`config.mk`:
```
export PLATFORM = sky130hd
export DESIGN_NAME = axil_reg_slave_flat
export DESIGN_NICKNAME = d
export VERILOG_FILES = /design/src/rtl/axil_reg_slave_if.sv /design/src/rtl/axil_reg_slave.sv /design/src/flat_wrapper.sv
export SDC_FILE = /design/constraint.sdc
export NUM_CORES = 1
export LEC_CHECK = 0
export ABC_AREA = 1
export BUFFER_PORTS_ARGS = -buffer_cell sky130_fd_sc_hd__buf_2
export CORE_ASPECT_RATIO = 2
export CORE_MARGIN = 2
export CORE_UTILIZATION = 55
export CTS_BUF_LIST = sky130_fd_sc_hd__clkbuf_8
export CTS_CLUSTER_SIZE = 28
export DETAILED_ROUTE_END_ITERATION = 6
export GPL_TIMING_DRIVEN = 0
export HOLD_SLACK_MARGIN = 0.08
export PLACE_DENSITY = 0.87
export SLEW_MARGIN = 30
export SYNTH_ARGS = -nofsm -noshare
export SYNTH_HDL_FRONTEND = slang
export SYNTH_SLANG_ARGS = --single-unit
```
`constraint.sdc`:
```
create_clock -name S_AXI_ACLK -period 2.2 [get_ports S_AXI_ACLK]
set_input_delay 0.44 -clock S_AXI_ACLK [delete_from_list [all_inputs] [get_ports S_AXI_ACLK]]
set_output_delay 0.44 -clock S_AXI_ACLK [all_outputs]
set_load 0.03 [all_outputs]
```
`src/rtl/axil_reg_slave_if.sv`:
```
// AXI4-Lite bus bundle for the register slave. Signal names match the bus port list.
interface axil_reg_slave_if #(
   parameter int unsigned AXI_DATA_WIDTH = 32,
   parameter int unsigned AXI_ADDR_WIDTH = 32
);
   logic [AXI_ADDR_WIDTH-1:0]   S_AXI_AWADDR;
   logic                        S_AXI_AWVALID;
   logic                        S_AXI_AWREADY;
   logic [2:0]                  S_AXI_AWPROT;
   logic [AXI_DATA_WIDTH-1:0]   S_AXI_WDATA;
   logic [AXI_DATA_WIDTH/8-1:0] S_AXI_WSTRB;
   logic                        S_AXI_WVALID;
   logic                        S_AXI_WREADY;
   logic [1:0]                  S_AXI_BRESP;
   logic                        S_AXI_BVALID;
   logic                        S_AXI_BREADY;
   logic [AXI_ADDR_WIDTH-1:0]   S_AXI_ARADDR;
   logic                        S_AXI_ARVALID;
   logic                        S_AXI_ARREADY;
   logic [2:0]                  S_AXI_ARPROT;
   logic [AXI_DATA_WIDTH-1:0]   S_AXI_RDATA;
   logic [1:0]                  S_AXI_RRESP;
   logic                        S_AXI_RVALID;
   logic                        S_AXI_RREADY;

   modport slave (
      input  S_AXI_AWADDR, S_AXI_AWVALID, S_AXI_AWPROT,
      output S_AXI_AWREADY,
      input  S_AXI_WDATA, S_AXI_WSTRB, S_AXI_WVALID,
      output S_AXI_WREADY,
      output S_AXI_BRESP, S_AXI_BVALID,
      input  S_AXI_BREADY,
      input  S_AXI_ARADDR, S_AXI_ARVALID, S_AXI_ARPROT,
      output S_AXI_ARREADY,
      output S_AXI_RDATA, S_AXI_RRESP, S_AXI_RVALID,
      input  S_AXI_RREADY
   );

   modport master (
      output S_AXI_AWADDR, S_AXI_AWVALID, S_AXI_AWPROT,
      input  S_AXI_AWREADY,
      output S_AXI_WDATA, S_AXI_WSTRB, S_AXI_WVALID,
      input  S_AXI_WREADY,
      input  S_AXI_BRESP, S_AXI_BVALID,
      output S_AXI_BREADY,
      output S_AXI_ARADDR, S_AXI_ARVALID, S_AXI_ARPROT,
      input  S_AXI_ARREADY,
      input  S_AXI_RDATA, S_AXI_RRESP, S_AXI_RVALID,
      output S_AXI_RREADY
   );
endinterface

```
`src/rtl/axil_reg_slave.sv`:
```
// AXI4-Lite register slave: CTRL, SCRATCH, STATUS, CYCLES and START registers
// with independent read and write channel FSMs.
module axil_reg_slave #(
   parameter int unsigned AXI_DATA_WIDTH = 32,
   parameter int unsigned AXI_ADDR_WIDTH = 32
) (
   input  logic                      S_AXI_ACLK,
   input  logic                      S_AXI_ARESET,
   axil_reg_slave_if.slave           s_axi,
   output logic [AXI_DATA_WIDTH-1:0] ctrl_out,
   input  logic [AXI_DATA_WIDTH-1:0] status_in,
   output logic                      start_pulse
);
   localparam int unsigned DW = AXI_DATA_WIDTH;
   localparam int unsigned SW = DW / 8;
   localparam int unsigned IW = 10;

   localparam logic [IW-1:0] IDX_CTRL    = IW'(0);
   localparam logic [IW-1:0] IDX_SCRATCH = IW'(1);
   localparam logic [IW-1:0] IDX_STATUS  = IW'(2);
   localparam logic [IW-1:0] IDX_CYCLES  = IW'(3);
   localparam logic [IW-1:0] IDX_START   = IW'(4);

   localparam logic [1:0] RESP_OKAY   = 2'b00;
   localparam logic [1:0] RESP_SLVERR = 2'b10;

   typedef enum logic [1:0] {W_IDLE, W_WAIT, W_RESP} w_state_e;
   typedef enum logic       {R_IDLE, R_RESP}         r_state_e;

   w_state_e        w_state_q, w_state_d;
   logic            awready_q, awready_d;
   logic            wready_q, wready_d;
   logic            bvalid_q, bvalid_d;
   logic [1:0]      bresp_q, bresp_d;
   logic [IW-1:0]   waddr_q, waddr_d;
   logic [DW-1:0]   wdata_q, wdata_d;
   logic [SW-1:0]   wstrb_q, wstrb_d;
   logic            aw_done_q, aw_done_d;
   logic            w_done_q, w_done_d;
   logic [DW-1:0]   ctrl_q, ctrl_d;
   logic [DW-1:0]   scratch_q, scratch_d;
   logic [DW-1:0]   cycles_q, cycles_d;
   logic            start_pulse_q, start_pulse_d;

   r_state_e        r_state_q, r_state_d;
   logic            arready_q, arready_d;
   logic            rvalid_q, rvalid_d;
   logic [DW-1:0]   rdata_q, rdata_d;
   logic [1:0]      rresp_q, rresp_d;

   logic            aw_hs, w_hs, b_hs, ar_hs;
   logic [IW-1:0]   waddr_cur, raddr_idx;
   logic [DW-1:0]   wdata_cur;
   logic [SW-1:0]   wstrb_cur;
   logic            unused_bits;

   function automatic logic [DW-1:0] apply_strb(input logic [DW-1:0] old_v,
                                                input logic [DW-1:0] new_v,
                                                input logic [SW-1:0] strb);
      logic [DW-1:0] res;
      res = old_v;
      for (int unsigned b = 0; b < SW; b++) begin
         if (strb[b]) res[b*8 +: 8] = new_v[b*8 +: 8];
      end
      return res;
   endfunction

   assign aw_hs = s_axi.S_AXI_AWVALID & awready_q;
   assign w_hs  = s_axi.S_AXI_WVALID  & wready_q;
   assign b_hs  = bvalid_q & s_axi.S_AXI_BREADY;
   assign ar_hs = s_axi.S_AXI_ARVALID & arready_q;

   // Same-cycle handshakes bypass the latches so the commit can happen one cycle later.
   assign waddr_cur = aw_hs ? s_axi.S_AXI_AWADDR[11:2] : waddr_q;
   assign wdata_cur = w_hs  ? s_axi.S_AXI_WDATA        : wdata_q;
   assign wstrb_cur = w_hs  ? s_axi.S_AXI_WSTRB        : wstrb_q;
   assign raddr_idx = s_axi.S_AXI_ARADDR[11:2];

   assign unused_bits = ^{s_axi.S_AXI_AWADDR, s_axi.S_AXI_ARADDR,
                          s_axi.S_AXI_AWPROT, s_axi.S_AXI_ARPROT};

   // Write channel: collect AW and W in any order, commit, then hold B until accepted.
   always_comb begin
      w_state_d     = w_state_q;
      awready_d     = awready_q;
      wready_d      = wready_q;
      bvalid_d      = bvalid_q;
      bresp_d       = bresp_q;
      waddr_d       = waddr_q;
      wdata_d       = wdata_q;
      wstrb_d       = wstrb_q;
      aw_done_d     = aw_done_q;
      w_done_d      = w_done_q;
      ctrl_d        = ctrl_q;
      scratch_d     = scratch_q;
      start_pulse_d = 1'b0;
      cycles_d      = cycles_q + DW'(1);

      case (w_state_q)
         W_IDLE, W_WAIT: begin
            awready_d = ~(aw_done_q | aw_hs);
            wready_d  = ~(w_done_q | w_hs);
            if (aw_hs) begin
               waddr_d   = waddr_cur;
               aw_done_d = 1'b1;
            end
            if (w_hs) begin
               wdata_d  = wdata_cur;
               wstrb_d  = wstrb_cur;
               w_done_d = 1'b1;
            end
            if ((aw_done_q | aw_hs) && (w_done_q | w_hs)) begin
               aw_done_d = 1'b0;
               w_done_d  = 1'b0;
               bvalid_d  = 1'b1;
               bresp_d   = RESP_OKAY;
               w_state_d = W_RESP;
               case (waddr_cur)
                  IDX_CTRL:    ctrl_d        = apply_strb(ctrl_q, wdata_cur, wstrb_cur);
                  IDX_SCRATCH: scratch_d     = apply_strb(scratch_q, wdata_cur, wstrb_cur);
                  IDX_START:   start_pulse_d = wstrb_cur[0] & wdata_cur[0];
                  default:     bresp_d       = RESP_SLVERR;
               endcase
            end else if (aw_hs || w_hs) begin
               w_state_d = W_WAIT;
            end
         end
         W_RESP: begin
            if (b_hs) begin
               bvalid_d  = 1'b0;
               awready_d = 1'b1;
               wready_d  = 1'b1;
               w_state_d = W_IDLE;
            end
         end
         default: w_state_d = W_IDLE;
      endcase
   end

   // Read channel: sample the register file on AR handshake, hold R until accepted.
   always_comb begin
      r_state_d = r_state_q;
      arready_d = arready_q;
      rvalid_d  = rvalid_q;
      rdata_d   = rdata_q;
      rresp_d   = rresp_q;

      case (r_state_q)
         R_IDLE: begin
            arready_d = ~ar_hs;
            if (ar_hs) begin
               rvalid_d  = 1'b1;
               r_state_d = R_RESP;
               rresp_d   = RESP_OKAY;
               rdata_d   = '0;
               case (raddr_idx)
                  IDX_CTRL:    rdata_d = ctrl_q;
                  IDX_SCRATCH: rdata_d = scratch_q;
                  IDX_STATUS:  rdata_d = status_in;
                  IDX_CYCLES:  rdata_d = cycles_q;
                  IDX_START:   rdata_d = '0;
                  default:     rresp_d = RESP_SLVERR;
               endcase
            end
         end
         R_RESP: begin
            if (s_axi.S_AXI_RREADY) begin
               rvalid_d  = 1'b0;
               arready_d = 1'b1;
               r_state_d = R_IDLE;
            end
         end
         default: r_state_d = R_IDLE;
      endcase
   end

   always_ff @(posedge S_AXI_ACLK) begin
      if (S_AXI_ARESET) begin
         w_state_q     <= W_IDLE;
         awready_q     <= 1'b0;
         wready_q      <= 1'b0;
         bvalid_q      <= 1'b0;
         bresp_q       <= 2'b00;
         waddr_q       <= '0;
         wdata_q       <= '0;
         wstrb_q       <= '0;
         aw_done_q     <= 1'b0;
         w_done_q      <= 1'b0;
         ctrl_q        <= '0;
         scratch_q     <= '0;
         cycles_q      <= '0;
         start_pulse_q <= 1'b0;
         r_state_q     <= R_IDLE;
         arready_q     <= 1'b0;
         rvalid_q      <= 1'b0;
         rdata_q       <= '0;
         rresp_q       <= 2'b00;
      end else begin
         w_state_q     <= w_state_d;
         awready_q     <= awready_d;
         wready_q      <= wready_d;
         bvalid_q      <= bvalid_d;
         bresp_q       <= bresp_d;
         waddr_q       <= waddr_d;
         wdata_q       <= wdata_d;
         wstrb_q       <= wstrb_d;
         aw_done_q     <= aw_done_d;
         w_done_q      <= w_done_d;
         ctrl_q        <= ctrl_d;
         scratch_q     <= scratch_d;
         cycles_q      <= cycles_d;
         start_pulse_q <= start_pulse_d;
         r_state_q     <= r_state_d;
         arready_q     <= arready_d;
         rvalid_q      <= rvalid_d;
         rdata_q       <= rdata_d;
         rresp_q       <= rresp_d;
      end
   end

   assign s_axi.S_AXI_AWREADY = awready_q;
   assign s_axi.S_AXI_WREADY  = wready_q;
   assign s_axi.S_AXI_BVALID  = bvalid_q;
   assign s_axi.S_AXI_BRESP   = bresp_q;
   assign s_axi.S_AXI_ARREADY = arready_q;
   assign s_axi.S_AXI_RVALID  = rvalid_q;
   assign s_axi.S_AXI_RDATA   = rdata_q;
   assign s_axi.S_AXI_RRESP   = rresp_q;
   assign ctrl_out            = ctrl_q;
   assign start_pulse         = start_pulse_q;
endmodule

```
`src/flat_wrapper.sv`:
```
// flat-port wrapper written by rule: the top's interface ports become plain ports
module axil_reg_slave_flat 
#(
   parameter int unsigned AXI_DATA_WIDTH = 32,
   parameter int unsigned AXI_ADDR_WIDTH = 32
)
  (S_AXI_ACLK, S_AXI_ARESET, ctrl_out, status_in, start_pulse, s_axi_S_AXI_AWADDR, s_axi_S_AXI_AWVALID, s_axi_S_AXI_AWPROT, s_axi_S_AXI_AWREADY, s_axi_S_AXI_WDATA, s_axi_S_AXI_WSTRB, s_axi_S_AXI_WVALID, s_axi_S_AXI_WREADY, s_axi_S_AXI_BRESP, s_axi_S_AXI_BVALID, s_axi_S_AXI_BREADY, s_axi_S_AXI_ARADDR, s_axi_S_AXI_ARVALID, s_axi_S_AXI_ARPROT, s_axi_S_AXI_ARREADY, s_axi_S_AXI_RDATA, s_axi_S_AXI_RRESP, s_axi_S_AXI_RVALID, s_axi_S_AXI_RREADY);
  axil_reg_slave_if #(.AXI_DATA_WIDTH(AXI_DATA_WIDTH), .AXI_ADDR_WIDTH(AXI_ADDR_WIDTH)) s_axi_i ();
  input  logic S_AXI_ACLK;
  input  logic S_AXI_ARESET;
  output logic [AXI_DATA_WIDTH-1:0] ctrl_out;
  input  logic [AXI_DATA_WIDTH-1:0] status_in;
  output logic start_pulse;
  input wire logic [$bits(s_axi_i.S_AXI_AWADDR)-1:0] s_axi_S_AXI_AWADDR;
  input wire logic [$bits(s_axi_i.S_AXI_AWVALID)-1:0] s_axi_S_AXI_AWVALID;
  input wire logic [$bits(s_axi_i.S_AXI_AWPROT)-1:0] s_axi_S_AXI_AWPROT;
  output wire logic [$bits(s_axi_i.S_AXI_AWREADY)-1:0] s_axi_S_AXI_AWREADY;
  input wire logic [$bits(s_axi_i.S_AXI_WDATA)-1:0] s_axi_S_AXI_WDATA;
  input wire logic [$bits(s_axi_i.S_AXI_WSTRB)-1:0] s_axi_S_AXI_WSTRB;
  input wire logic [$bits(s_axi_i.S_AXI_WVALID)-1:0] s_axi_S_AXI_WVALID;
  output wire logic [$bits(s_axi_i.S_AXI_WREADY)-1:0] s_axi_S_AXI_WREADY;
  output wire logic [$bits(s_axi_i.S_AXI_BRESP)-1:0] s_axi_S_AXI_BRESP;
  output wire logic [$bits(s_axi_i.S_AXI_BVALID)-1:0] s_axi_S_AXI_BVALID;
  input wire logic [$bits(s_axi_i.S_AXI_BREADY)-1:0] s_axi_S_AXI_BREADY;
  input wire logic [$bits(s_axi_i.S_AXI_ARADDR)-1:0] s_axi_S_AXI_ARADDR;
  input wire logic [$bits(s_axi_i.S_AXI_ARVALID)-1:0] s_axi_S_AXI_ARVALID;
  input wire logic [$bits(s_axi_i.S_AXI_ARPROT)-1:0] s_axi_S_AXI_ARPROT;
  output wire logic [$bits(s_axi_i.S_AXI_ARREADY)-1:0] s_axi_S_AXI_ARREADY;
  output wire logic [$bits(s_axi_i.S_AXI_RDATA)-1:0] s_axi_S_AXI_RDATA;
  output wire logic [$bits(s_axi_i.S_AXI_RRESP)-1:0] s_axi_S_AXI_RRESP;
  output wire logic [$bits(s_axi_i.S_AXI_RVALID)-1:0] s_axi_S_AXI_RVALID;
  input wire logic [$bits(s_axi_i.S_AXI_RREADY)-1:0] s_axi_S_AXI_RREADY;
  assign s_axi_i.S_AXI_AWADDR = s_axi_S_AXI_AWADDR;
  assign s_axi_i.S_AXI_AWVALID = s_axi_S_AXI_AWVALID;
  assign s_axi_i.S_AXI_AWPROT = s_axi_S_AXI_AWPROT;
  assign s_axi_S_AXI_AWREADY = s_axi_i.S_AXI_AWREADY;
  assign s_axi_i.S_AXI_WDATA = s_axi_S_AXI_WDATA;
  assign s_axi_i.S_AXI_WSTRB = s_axi_S_AXI_WSTRB;
  assign s_axi_i.S_AXI_WVALID = s_axi_S_AXI_WVALID;
  assign s_axi_S_AXI_WREADY = s_axi_i.S_AXI_WREADY;
  assign s_axi_S_AXI_BRESP = s_axi_i.S_AXI_BRESP;
  assign s_axi_S_AXI_BVALID = s_axi_i.S_AXI_BVALID;
  assign s_axi_i.S_AXI_BREADY = s_axi_S_AXI_BREADY;
  assign s_axi_i.S_AXI_ARADDR = s_axi_S_AXI_ARADDR;
  assign s_axi_i.S_AXI_ARVALID = s_axi_S_AXI_ARVALID;
  assign s_axi_i.S_AXI_ARPROT = s_axi_S_AXI_ARPROT;
  assign s_axi_S_AXI_ARREADY = s_axi_i.S_AXI_ARREADY;
  assign s_axi_S_AXI_RDATA = s_axi_i.S_AXI_RDATA;
  assign s_axi_S_AXI_RRESP = s_axi_i.S_AXI_RRESP;
  assign s_axi_S_AXI_RVALID = s_axi_i.S_AXI_RVALID;
  assign s_axi_i.S_AXI_RREADY = s_axi_S_AXI_RREADY;
  axil_reg_slave #(.AXI_DATA_WIDTH(AXI_DATA_WIDTH), .AXI_ADDR_WIDTH(AXI_ADDR_WIDTH)) u_core (.S_AXI_ACLK(S_AXI_ACLK), .S_AXI_ARESET(S_AXI_ARESET), .s_axi(s_axi_i), .ctrl_out(ctrl_out), .status_in(status_in), .start_pulse(start_pulse));
endmodule
```
-- Word-level counts from Yosys, hierarchy flattened
Index checks and enable logic that the tools add are counted.
- bits in registers: 189
- input port bits: 145
- output and inout bits: 74
- logic and storage cells: 111
- $add $sub $neg: 1
- equal/unequal tests: 13
- muxes and demuxes: 28
- bitwise operators: 14
- reductions and logical operators: 30
- operators by type and width (operator ; count):
    $pmux 32 s4 ; 1
    $add 32x1->32 const B ; 1
    $mux 32 ; 1
    $reduce_and 4->1 ; 8
    $eq 10x1->1 const B ; 2
    $eq 10x2->1 const B ; 2
    $eq 10x3->1 const B ; 2
    $logic_not 10->1 ; 2
    $reduce_and 2->1 ; 9
    $mux 1 ; 12
    $pmux 1 s2 ; 6
    $mux 10 ; 1
    $mux 2 ; 5
    $not 1->1 ; 7
    $ne 2x1->1 const B ; 3
    $reduce_bool 2->1 ; 3
    $and 1x1->1 ; 5
    $reduce_or 5->1 ; 1
    $mux 4 ; 1
    $pmux 2 s2 ; 1
    $reduce_or 4->1 ; 1
    $ne 3x1->1 const B ; 1
    $reduce_and 3->1 ; 1
    $reduce_or 3->1 ; 1
    8 further kinds ; 9

-- Depth between registers and ports, before layout
Gate-level depths: netlist (run 1).
- depth in word-level cells: 5
- depth in mapped cells: 12
- depth with buffers taken out: 10

-- Worst setup path before layout (run 1)
Ideal clock, no wire load.
- kind: register to register
- from: register u_core.awready_q (netlist: u_core.s_axi.S_AXI_AWREADY)
- to: register u_core.ctrl_q[20] (netlist: u_core.ctrl_out[20])
- setup time: 0.116 ns
- arrival: 1.608 ns
- data required time: 2.084 ns
- setup slack: 0.476 ns
- stages on the path, launching flop included: 12
- path buffers: 2
- clock period less this slack: 1.724 ns
- path through: dfxtp_1 -> nand2_4 -> nand2_1 -> nand2_1 -> nor2_1 -> nand2_1 -> nor2_1 -> buf_4 -> buf_4 -> nand3_1 -> nand2_1 -> nor2_1
- cells in the longest elaborated chain, start to end: 4
- elaborated cells on any way between the ends: 6
- those cells by class: mux (1); bitwise (2); reduce/logical (3)
- RTL lines (what ; line ; text):
    from (decl) ; axil_reg_slave.sv:31 ; logic awready_q, awready_d;
    from (signal assigned) ; axil_reg_slave.sv:200 ; awready_q <= awready_d;
    $and 1x1->1 (*) ; axil_reg_slave.sv:68 ; assign aw_hs = s_axi.S_AXI_AWVALID & awready_q;
    $mux 10 / $or 1x1->1 (equally long branches) ; axil_reg_slave.sv:74, axil_reg_slave.sv:112 ;
    $logic_not 10->1 / $logic_and 1x1->1 (equally long branches) ; axil_reg_slave.sv:118, axil_reg_slave.sv:112 ;
    $reduce_and 4->1 (no line) (*) ; -- ;
    to (signal assigned) ; axil_reg_slave.sv:209 ; ctrl_q <= ctrl_d;
    to (decl) ; axil_reg_slave.sv:40 ; logic [DW-1:0] ctrl_q, ctrl_d;
Every way passes the cells marked *; elsewhere a longest branch is shown, timed or not.
A chain may end at the register's enable or synchronous reset.

-- Worst setup path in the final report (run 1)
- from: register u_core.cycles_q[0]
- to: register u_core.cycles_q[30]
- cells in the longest elaborated chain, start to end: 1
- RTL lines (what ; line ; text):
    from (decl) ; axil_reg_slave.sv:42 ; logic [DW-1:0] cycles_q, cycles_d;
    from (signal assigned) ; axil_reg_slave.sv:211 ; cycles_q <= cycles_d;
    $add 32x1->32 ; axil_reg_slave.sv:97 ; cycles_d = cycles_q + DW'(1);
Every way passes these cells.

==> run metrics, run 1 <==
Max-slew headroom=0.472; Clock Latency Late Sink=490 ps; number of max-cap violations=0; synth warn=0; met3 usage=0.0659; synthesized area=9030 um^2; post_cts resized=0; GRT Total Usage=0.346; Seq/Total Area, Yosys=0.414; Tot Pwr=a little over 7 mW; largest family of logic cells by synthesized area=simple AND/OR/NAND/NOR gates; post-route clock period utilization=0.931; initial antenna violation count=0; hold crit path type=input pin to flop; P per Cell Area=approximately 680 nW/um^2; most frequent cells in the layout=nand2_1 (286), nand3_1 (210), buf_2 (195); CP endpoint kind=flop; pin count of the biggest net entering global routing=18; first-pass GRT wire length=around 46000 um; initial cell density of the core=0.558; global route overflow=0; FF+latch area=about 3700 um^2; P_sw=approximately 2.1 mW; fin nets=~1.7k; Cells after DPL=~1.7k; mux share of post-synthesis cell area=0.00665; via count=roughly 9.9k; CP Data Required Time=~2600 ps; P_leak=4.66 nW; Post-Route WL=roughly 30000 um; Hold Vio Cnt, Final=0; CTS tree=yes; num rows=66; status=finished, final reports clean; postcts setup bufs=0; WHS=about 140 ps; die area=around 18000 um^2; met1 Track Usage GR=0.317; core area=between 15000 and 20000 um^2; WS Path Type=flop to flop; Worst EP arrival=about 2400 ps; fmax=just under 0.5 GHz; crit path launch type=flop; htree depth=4; number of distinct library cells after synthesis=38; Synth Instances=~1.4k; #FFs+latches synth=187; width of the die=94.6 um; Sw Share=0.300; Slew Limit Fails=0; # DRC=0; Final min period=a little over 2000 ps; Post-DRT Antenna Nets=0; number of global-route vias before repair=9570; CTS buffer count=17; Logic pwr share=0.150; r2r setup slk=about 150 ps; sequential share of power=0.498; CTS sink cnt=between 150 and 200; clock group share of total power=0.352; drt first pass iters=6; Setup-failing EPs final=0; Die Height=about 190 um; HPWL after DPL=between 20000 and 25000 um; simple-gate share of the synthesized area=0.341; syn_area_per_cell=around 6.7 um^2; TNS Setup=0 ps; clk slew on worst S/H paths=around 110 ps; Post-Layout Cell Count=1751; routing usage on met2=0.631; Routed wire per std cell=about 17 um; commonest non-fill, non-tap cell in the layout=nand2_1; RSZ-0062 raised after global routing=false; Port Buffers=165; post-synthesis xor/xnor area fraction=0.00388; clk buf depth=2; multi-input logic area=4600 um^2; Synth Area in Compound Gates=0.156; FILL cells=between 1k and 1.5k; CTS Hold Bufs=0; Synth-to-Final Area Change=16.7%; Adder-Cell Fraction of Synth Area=0.00138; Root Buffer=clkbuf_8; Internal=between 5 and 6 mW; CP max FO=4; GP Congestion=~1.0; drt via density=approximately 5.7; Ports=about 220; Least-Margin Pin Slew=between 700 and 800 ps; share of layout cells above drive strength 1=0.164; Most Crowded Layer GR=met2; Final Skew=~22 ps; Inserted Diodes=0; VDD IR max=about 0.50 mV; Initial DRC Count=724
worst max-delay path, cell delays in order (launching register included):
cell and delay, ps:
dfxtp_1 420, ha_1 220, nand2_1 100, nor2_1 250
nand2_1 160, nor2_1 520, nand2_1 120, nand2_1 80
a21oi_1 50
synth_stat cells (all sizes together):
cell | count | share of area
inv | 65 | 0.027
nor3b | 1 | 0.00083
ha | 1 | 0.0014
nand2 | 288 | 0.12
nand3b | 8 | 0.0066
xnor2 | 1 | 0.00097
conb | 1 | 0.00042
buf | 45 | 0.029
or2 | 1 | 0.00069
clkinv | 1 | 0.00042
nor2 | 181 | 0.076
a2111oi | 1 | 0.00097
o21a | 1 | 0.00083
a31oi | 1 | 0.00069
clkbuf | 49 | 0.020
a21oi | 152 | 0.085
dfxtp | 187 | 0.41
nand4 | 9 | 0.0062
and3 | 2 | 0.0014
a211oi | 4 | 0.0033
nor3 | 16 | 0.012
xor2 | 3 | 0.0029
o21ai | 116 | 0.064
mux2i | 6 | 0.0066
nand3 | 210 | 0.12
through the flow:
step	cell area (um^2)	setup WS, ps	utilization
2_1_floorplan	9040	476	-
3_3_place_gp	10100	-92.1	0.625
3_5_place_dp	10100	-113	0.625
4_1_cts	10600	7.75	0.652
5_1_grt	10500	11.6	0.652
6_report	10500	152	0.652
layout make-up:
type                            count  share of cell area
Clock buffer                       18              0.0235
Sequential cell                   187               0.355
Buffer                             93              0.0416
Tap cell                          204              0.0242
Inverter                           66              0.0237
Multi-Input combinational cell   1004               0.436
Timing Repair Buffer              165              0.0783
Clock inverter                     14              0.0173
metal layers:
| layer | wire length [um] | vias up |
|---|---|---|
| met4 | 2620 | 0 |
| met5 | 0 | - |
| li1 | - | 4860 |
| met1 | 9860 | 4471 |
| met2 | 15800 | 451 |
| met3 | 1850 | 156 |
cell families (layout without fill, tap and decap cells):
| kind of cell | count (synthesis) | count (layout) |
|---|---|---|
| flops | 187 | 187 |
| xor+xnor | 4 | 4 |
| compound gates | 275 | 275 |
| fa+ha+maj | 1 | 1 |
| buf+inv | 160 | 356 |
| simple gates | 716 | 716 |
| mux | 6 | 6 |
| other cells | 1 | 2 |
worst paths after layout:
kind	from	endpoint	depth (start not counted)
setup / recovery	u_core.cycles_q[0]	u_core.cycles_q[30]	8
hold / removal	s_axi_S_AXI_RREADY	u_core.s_axi.S_AXI_RVALID	2
setup reg to reg	u_core.cycles_q[0]	u_core.cycles_q[30]	8
hold reg to reg	u_core.wdata_q[11]	u_core.wdata_q[11]	2
registers in the layout, indices dropped and copies added, names as in the netlist, 2 cells and up:
register,flops
u_core.wstrb_q,4
u_core.wdata_q,32
u_core.s_axi.S_AXI_RDATA,32
u_core.scratch_q,32
u_core.waddr_q,10
u_core.ctrl_out,32
u_core.cycles_q,32
u_core.w_state_q,2
power by group through the flow:
stage | logic, mW | clock network (mW) | registers, mW
6_report | 1.07 | 2.52 | 3.56
4_1_cts | 1.05 | 2.51 | 3.56
3_5_place_dp | 1.05 | 0 | 3.64
2_1_floorplan | 0.655 | 0 | 3.66
5_1_grt | 1.18 | 2.63 | 3.58
3_3_place_gp | 1.03 | 0 | 3.63
(Power assumes the default switching activity.)
==> inputs of run 2 (changes only) <==
--- a/config.mk
+++ b/config.mk
@@ -5,8 +5,8 @@
 export SDC_FILE = /design/constraint.sdc
 export NUM_CORES = 1
 export LEC_CHECK = 0
-export ABC_AREA = 1
 export BUFFER_PORTS_ARGS = -buffer_cell sky130_fd_sc_hd__buf_2
+export CAP_MARGIN = 20
 export CORE_ASPECT_RATIO = 2
 export CORE_MARGIN = 2
 export CORE_UTILIZATION = 55
@@ -14,8 +14,7 @@
 export CTS_CLUSTER_SIZE = 28
 export DETAILED_ROUTE_END_ITERATION = 6
 export GPL_TIMING_DRIVEN = 0
-export HOLD_SLACK_MARGIN = 0.08
-export PLACE_DENSITY = 0.87
+export PLACE_DENSITY = 0.88
 export SLEW_MARGIN = 30
 export SYNTH_ARGS = -nofsm -noshare
 export SYNTH_HDL_FRONTEND = slang
==> run 2 against run 1 <==
Critical path type unchanged. Clock skew down 7.6 ps. Synthesized area down 6.3%. Total power down 7.8%. Largest power group unchanged. Fmax down 2.3%. Global-route usage down 5.9 points. Flip-flop and latch count unchanged. Register-to-register slack worse by 50 ps. Die area down 6.1%. Highest routed layer unchanged. First-iteration DRC count down 36%. Worst hold slack better by 16 ps. Clock power down 10%.
==> run metrics, run 2 <==
Routed wire per std cell=17.9 um (+4.1%); WHS=151 ps (+15.6 ps); Ports=219 (unchanged); mux share of post-synthesis cell area=0.181 (+0.174); TNS Setup=0 ps (unchanged); Clock Latency Late Sink=480 ps (about the same); most frequent cells in the layout=nand2_1 (185), dfxtp_1 (182), buf_2 (166); share of layout cells above drive strength 1=0.269 (+0.106); P per Cell Area=663 nW/um^2 (-2.3%); Final Skew=14.1 ps (-7.61 ps); commonest non-fill, non-tap cell in the layout=nand2_1; top-count cell post-synth=dfxtp_1; post-synthesis xor/xnor area fraction=0.0300 (+0.0261); initial antenna violation count=0 (unchanged); crit path launch type=flop; Least-Margin Pin Slew=842 ps (+50.2 ps); htree depth=4 (unchanged); Adder-Cell Fraction of Synth Area=0.00148 (+0.0000938); Post-DRT Antenna Nets=0 (unchanged); top cells by area in the synthesized netlist=dfxtp_1 (44%), mux4_2 (8.5%), nand2_1 (8.3%); # DRC=0 (unchanged); simple-gate share of the synthesized area=0.218 (-0.123); GP Congestion=0.875 (-16%); status=finished, final reports clean; CTS Hold Bufs=0 (unchanged); HPWL after DPL=18200 um (-23%); Setup-failing EPs final=0 (unchanged); core area=15200 um^2 (-6.0%); Max-slew headroom=0.434 (-0.0381); syn_area_per_cell=9.07 um^2 (+36%); clock group share of total power=0.342 (-0.010); P_sw=1.82 mW (-15%); Synth Instances=933 (-31%); Internal=4.78 mW (-4.6%); number of max-cap violations=0 (unchanged); pin count of the biggest net entering global routing=17 (-1); Root Buffer=clkbuf_8; CP delay by family, top=compound AO/OA/AOI/OAI gates; CTS sink cnt=187 (unchanged); Post-Route WL=23800 um (-21%); initial cell density of the core=0.556 (-0.00204); sequential share of power=0.535 (+0.037); VDD IR max=0.465 mV (-6.3%); Die Height=179 um (-3.2%); CTS tree=yes; Worst EP arrival=2460 ps (+60 ps); CP max stage delay=540 ps (+20 ps); largest family of logic cells by synthesized area=simple AND/OR/NAND/NOR gates; Sw Share=0.276 (-0.0239); synth warn=0 (unchanged); CP Cell Sequence=and4bb_2 -> o22ai_1 -> a211oi_2 -> nand2_2 -> mux2_2; post-route clock period utilization=0.952 (+0.0215); width of the die=91.7 um (-3.1%); WP buf/inv=0 (unchanged); Port Buffers=163 (-1.2%); number of global-route vias before repair=7619 (-20%); hold crit path type=input pin to flop; Initial DRC Count=462 (-36%); synthesized area=8460 um^2 (-6.3%); Slowest cell on crit path=o22ai_1; placed inst area=9540 um^2 (-5.8%); drt first pass iters=5 (-1); fin area=9960 um^2 (-5.6%); fin nets=1262 (-25%); num rows=64 (-3.0%); GRT Total Usage=0.287 (-0.0592); CP max FO=8 (+4); WS Path Type=flop to flop; P_leak=4.17 nW (-11%); drt via density=5.72 (+0.74%); RSZ-0062 raised after global routing=false; Seq/Total Area, Yosys=0.442 (+0.0281); Synth-to-Final Area Change=17.7%; cell taking the most area after synthesis=dfxtp_1; via count=7587 (-24%); number of synthesized flops with an enable pin=0 (unchanged); Synth top area share=0.442 (+0.0281); die area=16500 um^2 (-6.1%); #FFs+latches synth=187 (unchanged); clk slew on worst S/H paths=100 ps (about the same); Slew Limit Fails=0 (unchanged); Final min period=2100 ps (+47.3 ps); clk buf depth=2 (unchanged); commonest cells in the netlist=dfxtp_1 (187), nand2_1 (186), a21oi_1 (66); CP endpoint kind=flop; ys async rst share=0 (unchanged); Inserted Diodes=0 (unchanged); Synth Area in Compound Gates=0.0859 (-0.0696); CP Data Required Time=2560 ps (about the same); FILL cells=1239 (-17%); first-pass GRT wire length=37200 um (-19%); CTS buffer count=17 (unchanged); Hold Vio Cnt, Final=0 (unchanged); global route overflow=0 (unchanged); fmax=0.477 GHz (-2.3%); number of distinct library cells after synthesis=47 (+24%); Logic pwr share=0.123 (-0.027); ys flop type=dfxtp_1
==> run 2: power by group through the flow <==
stage | logic [mW] | clock network (mW) | registers, mW
floorplan | 0.482 | 0 | 3.62
global placement | 0.765 | 0 | 3.60
detailed placement | 0.780 | 0 | 3.61
CTS | 0.801 | 2.27 | 3.53
global route | 0.885 | 2.40 | 3.54
finish | 0.811 | 2.26 | 3.53
==> run 2: what timing repair did <==
item,CTS,global route
setup endpoints to repair,47,63
pin swaps,1,1
resized for setup,5,9
buffers inserted,1,0
==> run 2: layout make-up <==
class                   instances  area [um^2]  area share
plain buffers                  55          220      0.0221
clock buffers                  17          234      0.0235
clock inverters                15          149      0.0150
inverters                      34          128      0.0128
multi-input cells             657         4400       0.442
flip-flops and latches        187         3750       0.377
well taps                     198          248      0.0249
repair buffers                164          823      0.0827
==> run 2: per-layer routing <==
layer | track usage | routed length [um]
met1 | 0.285 | 8150
met2 | 0.517 | 12500
met3 | 0.0608 | 1700
met4 | 0.199 | 1450
met5 | 0 | 0
==> run 2: cell families after synthesis <==
group	after synthesis
other	1
and+or+nand+nor	389
DFF	187
xor gates and xnor gates	29
buffers and inverters	90
AOI/OAI and AO/OA	129
adders and majority gates	1
muxes	107
==> run 2: worst paths after layout <==
kind / startpoint / endpoint / slack, ps / depth (start not counted)
max: u_core.s_axi.S_AXI_AWREADY / u_core.ctrl_out[5] / 100 / 5
min reg2reg: u_core.s_axi.S_AXI_RDATA[19] / u_core.s_axi.S_AXI_RDATA[19] / 450 / 2
max reg2reg: u_core.s_axi.S_AXI_AWREADY / u_core.ctrl_out[5] / 100 / 5
min: s_axi_S_AXI_RREADY / u_core.s_axi.S_AXI_RVALID / 150 / 2
==> run 2: through the flow <==
stage / utilization / worst slack [ps] / instances / power (mW)
after floorplan: - / 54.7 / 934 / 4.10
final: 0.654 / 105 / 1327 / 6.60
after detailed placement: 0.627 / -302 / 1295 / 4.39
after global placement: 0.626 / -321 / 1295 / 4.37
after global routing: 0.654 / 28.5 / 1327 / 6.83
after CTS: 0.654 / 0.241 / 1328 / 6.60
==> inputs of run 3 (changes only) <==
--- a/config.mk
+++ b/config.mk
@@ -9,12 +9,12 @@
 export CAP_MARGIN = 20
 export CORE_ASPECT_RATIO = 2
 export CORE_MARGIN = 2
-export CORE_UTILIZATION = 55
+export CORE_UTILIZATION = 59
 export CTS_BUF_LIST = sky130_fd_sc_hd__clkbuf_8
 export CTS_CLUSTER_SIZE = 28
 export DETAILED_ROUTE_END_ITERATION = 6
 export GPL_TIMING_DRIVEN = 0
-export PLACE_DENSITY = 0.88
+export PLACE_DENSITY = 0.93
 export SLEW_MARGIN = 30
 export SYNTH_ARGS = -nofsm -noshare
 export SYNTH_HDL_FRONTEND = slang
==> run 3 against run 2 <==
Global-route usage is 2.9 points higher. Via count is 2.5% higher. Clock skew shrank 0.78 ps. Fmax is 1.9% lower. First-iteration DRC count grew 66%. Combinational power is essentially flat. Sequential power barely moved. Clock-buffer cell count grew 1. Flip-flop and latch count did not move. Die area is 6.6% lower. Largest cell class unchanged.
==> run metrics, run 3 (synthesis results as in run 2) <==
P per Cell Area=675 nW/um^2 (+1.8%); met1 Track Usage GR=0.371 (+0.0864); width of the die=88.7 um (-3.3%); CP endpoint kind=flop; Slew Limit Fails=0 (unchanged); share of layout cells above drive strength 1=0.270 (+0.000647); WP buf/inv=1 (+1); most frequent cells in the layout=nand2_1 (185), dfxtp_1 (184), buf_2 (167); reg-to-reg startpoint=u_core.s_axi.S_AXI_AWREADY; GRT Total Usage=0.316 (+0.0293); Internal=4.82 mW (+1.0%); placed inst area=9530 um^2 (about the same); hold crit path type=input pin to flop; Routed wire per std cell=18.3 um (+2.3%); Synth-to-Final Area Change=17.9%; Final Skew=13.3 ps (-0.779 ps); fin nets=1263 (+0.079%); Clock Latency Late Sink=480 ps (about the same); Die Height=173 um (-3.4%); first-pass GRT wire length=37800 um (+1.7%); Post-DRT Antenna Nets=0 (unchanged); via count=7780 (+2.5%); P_sw=1.91 mW (+4.7%); sequential share of power=0.525 (-0.010); CP delay by family, top=compound AO/OA/AOI/OAI gates; Final min period=2140 ps (+41.5 ps); VDD IR max=0.485 mV (+4.3%); # DRC=0 (unchanged); post-route clock period utilization=0.971 (+0.0189); drt via density=5.89 (+2.9%); pin count of the biggest net entering global routing=18 (+1); Least-Margin Pin Slew=782 ps (-60.6 ps); global route overflow=0 (unchanged); TNS Setup=0 ps (unchanged); clock group share of total power=0.355 (+0.013); Inserted Diodes=0 (unchanged); number of max-cap violations=0 (unchanged); Max-slew headroom=0.479 (+0.0451); Root Buffer=clkbuf_8; CP max stage delay=430 ps (-110 ps); routing usage on met2=0.531 (+0.0143); Place WS=-220 ps (+81.3 ps); initial antenna violation count=0 (unchanged); Logic pwr share=0.121 (-0.002); CP Cell Sequence=nor4bb_1 -> o22ai_1 -> a211oi_2 -> buf_4 -> nand2_4 -> mux2_1; Sw Share=0.284 (+0.00722); fmax=0.468 GHz (-1.9%); fin area=9980 um^2 (+0.21%); Post-Route WL=24200 um (+1.9%); WS Path Type=flop to flop; commonest non-fill, non-tap cell in the layout=nand2_1; clk buf depth=2 (unchanged); crit path launch type=flop; Hold Vio Cnt, Final=0 (unchanged); die area=15400 um^2 (-6.6%); Ports=219 (unchanged); Initial DRC Count=766 (+66%); Port Buffers=163 (unchanged); hold_sp=s_axi_S_AXI_RREADY; Setup-failing EPs final=0 (unchanged); Finished Core Util=0.703 (+0.0484); GP Congestion=0.911 (+4.2%); Worst EP arrival=2500 ps (+40 ps); Slowest cell on crit path=dfxtp_2; P_leak=4.17 nW (about the same); fin worst setup slack=63.1 ps (-41.5 ps); htree depth=4 (unchanged); Crit. Startpoint=u_core.s_axi.S_AXI_AWREADY; num rows=62 (-3.1%); CP Data Required Time=2560 ps (about the same); CTS buffer count=17 (unchanged); met3 usage=0.0748 (+0.0140); initial cell density of the core=0.596 (+0.0399); HPWL after DPL=17600 um (-3.5%); Most Crowded Layer GR=met2; CTS tree=yes; clk slew on worst S/H paths=100 ps (about the same); CTS sink cnt=187 (unchanged); status=finished, final reports clean; drt first pass iters=6 (+1); number of global-route vias before repair=7728 (+1.4%); CP max FO=8 (unchanged); core area=14200 um^2 (-6.7%)
[run 3: changes by cell type in the layout (fill, tap and decap cells not counted), moves of 2 or more]
cell      before  now
dfxtp_1      182  184
dfxtp_2        5    3
inv_1         37   35
clkinv_2       2    0
inv_6          4    7
[run 3: area by class of cell]
type | count | area, um^2
buffer | 55 | 219
clock buffer | 18 | 248
clock inverter | 14 | 156
fill | 984 | 4220
inverter | 34 | 128
multi-input combinational | 657 | 4410
sequential | 187 | 3750
tap | 192 | 240
timing repair buffer | 165 | 828
[run 3: worst register-to-register path: stages, from the launching register on]
cell	delay, ps
dfxtp_2	430
nor4bb_1	330
o22ai_1	280
a211oi_2	340
buf_4	170
nand2_4	120
mux2_1	350
[run 3: timing repair]
action	CTS	global route
endpoints found under the setup margin	46	45
gates resized for setup	7	4
setup buffers	0	1
hold buffers	0	0
pin swaps	0	1
[run 3: through the flow]
stage / power [mW] / hold WS, ps / instances
final: 6.73 / 171 / 1322
after global placement: 4.35 / 429 / 1289
after floorplan: 4.10 / 437 / 934
after CTS: 6.69 / 165 / 1322
after detailed placement: 4.38 / 437 / 1290
after global routing: 6.92 / 168 / 1322
[run 3: worst paths after layout]
kind                                      end  slack [ps]  cells after the start
setup reg to reg          u_core.ctrl_out[15]          60                      6
hold reg to reg   u_core.s_axi.S_AXI_RDATA[6]         450                      2
setup / recovery          u_core.ctrl_out[15]          60                      6
hold / removal      u_core.s_axi.S_AXI_RVALID         170                      2
[run 3: layer usage]
layer  vias up  routed length [um]
li1       3519                   -
met1      3646                8700
met2       520               12300
met3        95                2240
met4         0                 993
met5         -                   0
[run 3: power by group through the flow]
stage                     registers (mW)  clock network [mW]  logic (mW)
after global placement              3.60                   0       0.750
after floorplan                     3.62                   0       0.482
after global routing                3.54                2.50       0.878
after detailed placement            3.60                   0       0.777
final                               3.53                2.39       0.814
after CTS                           3.53                2.37       0.797
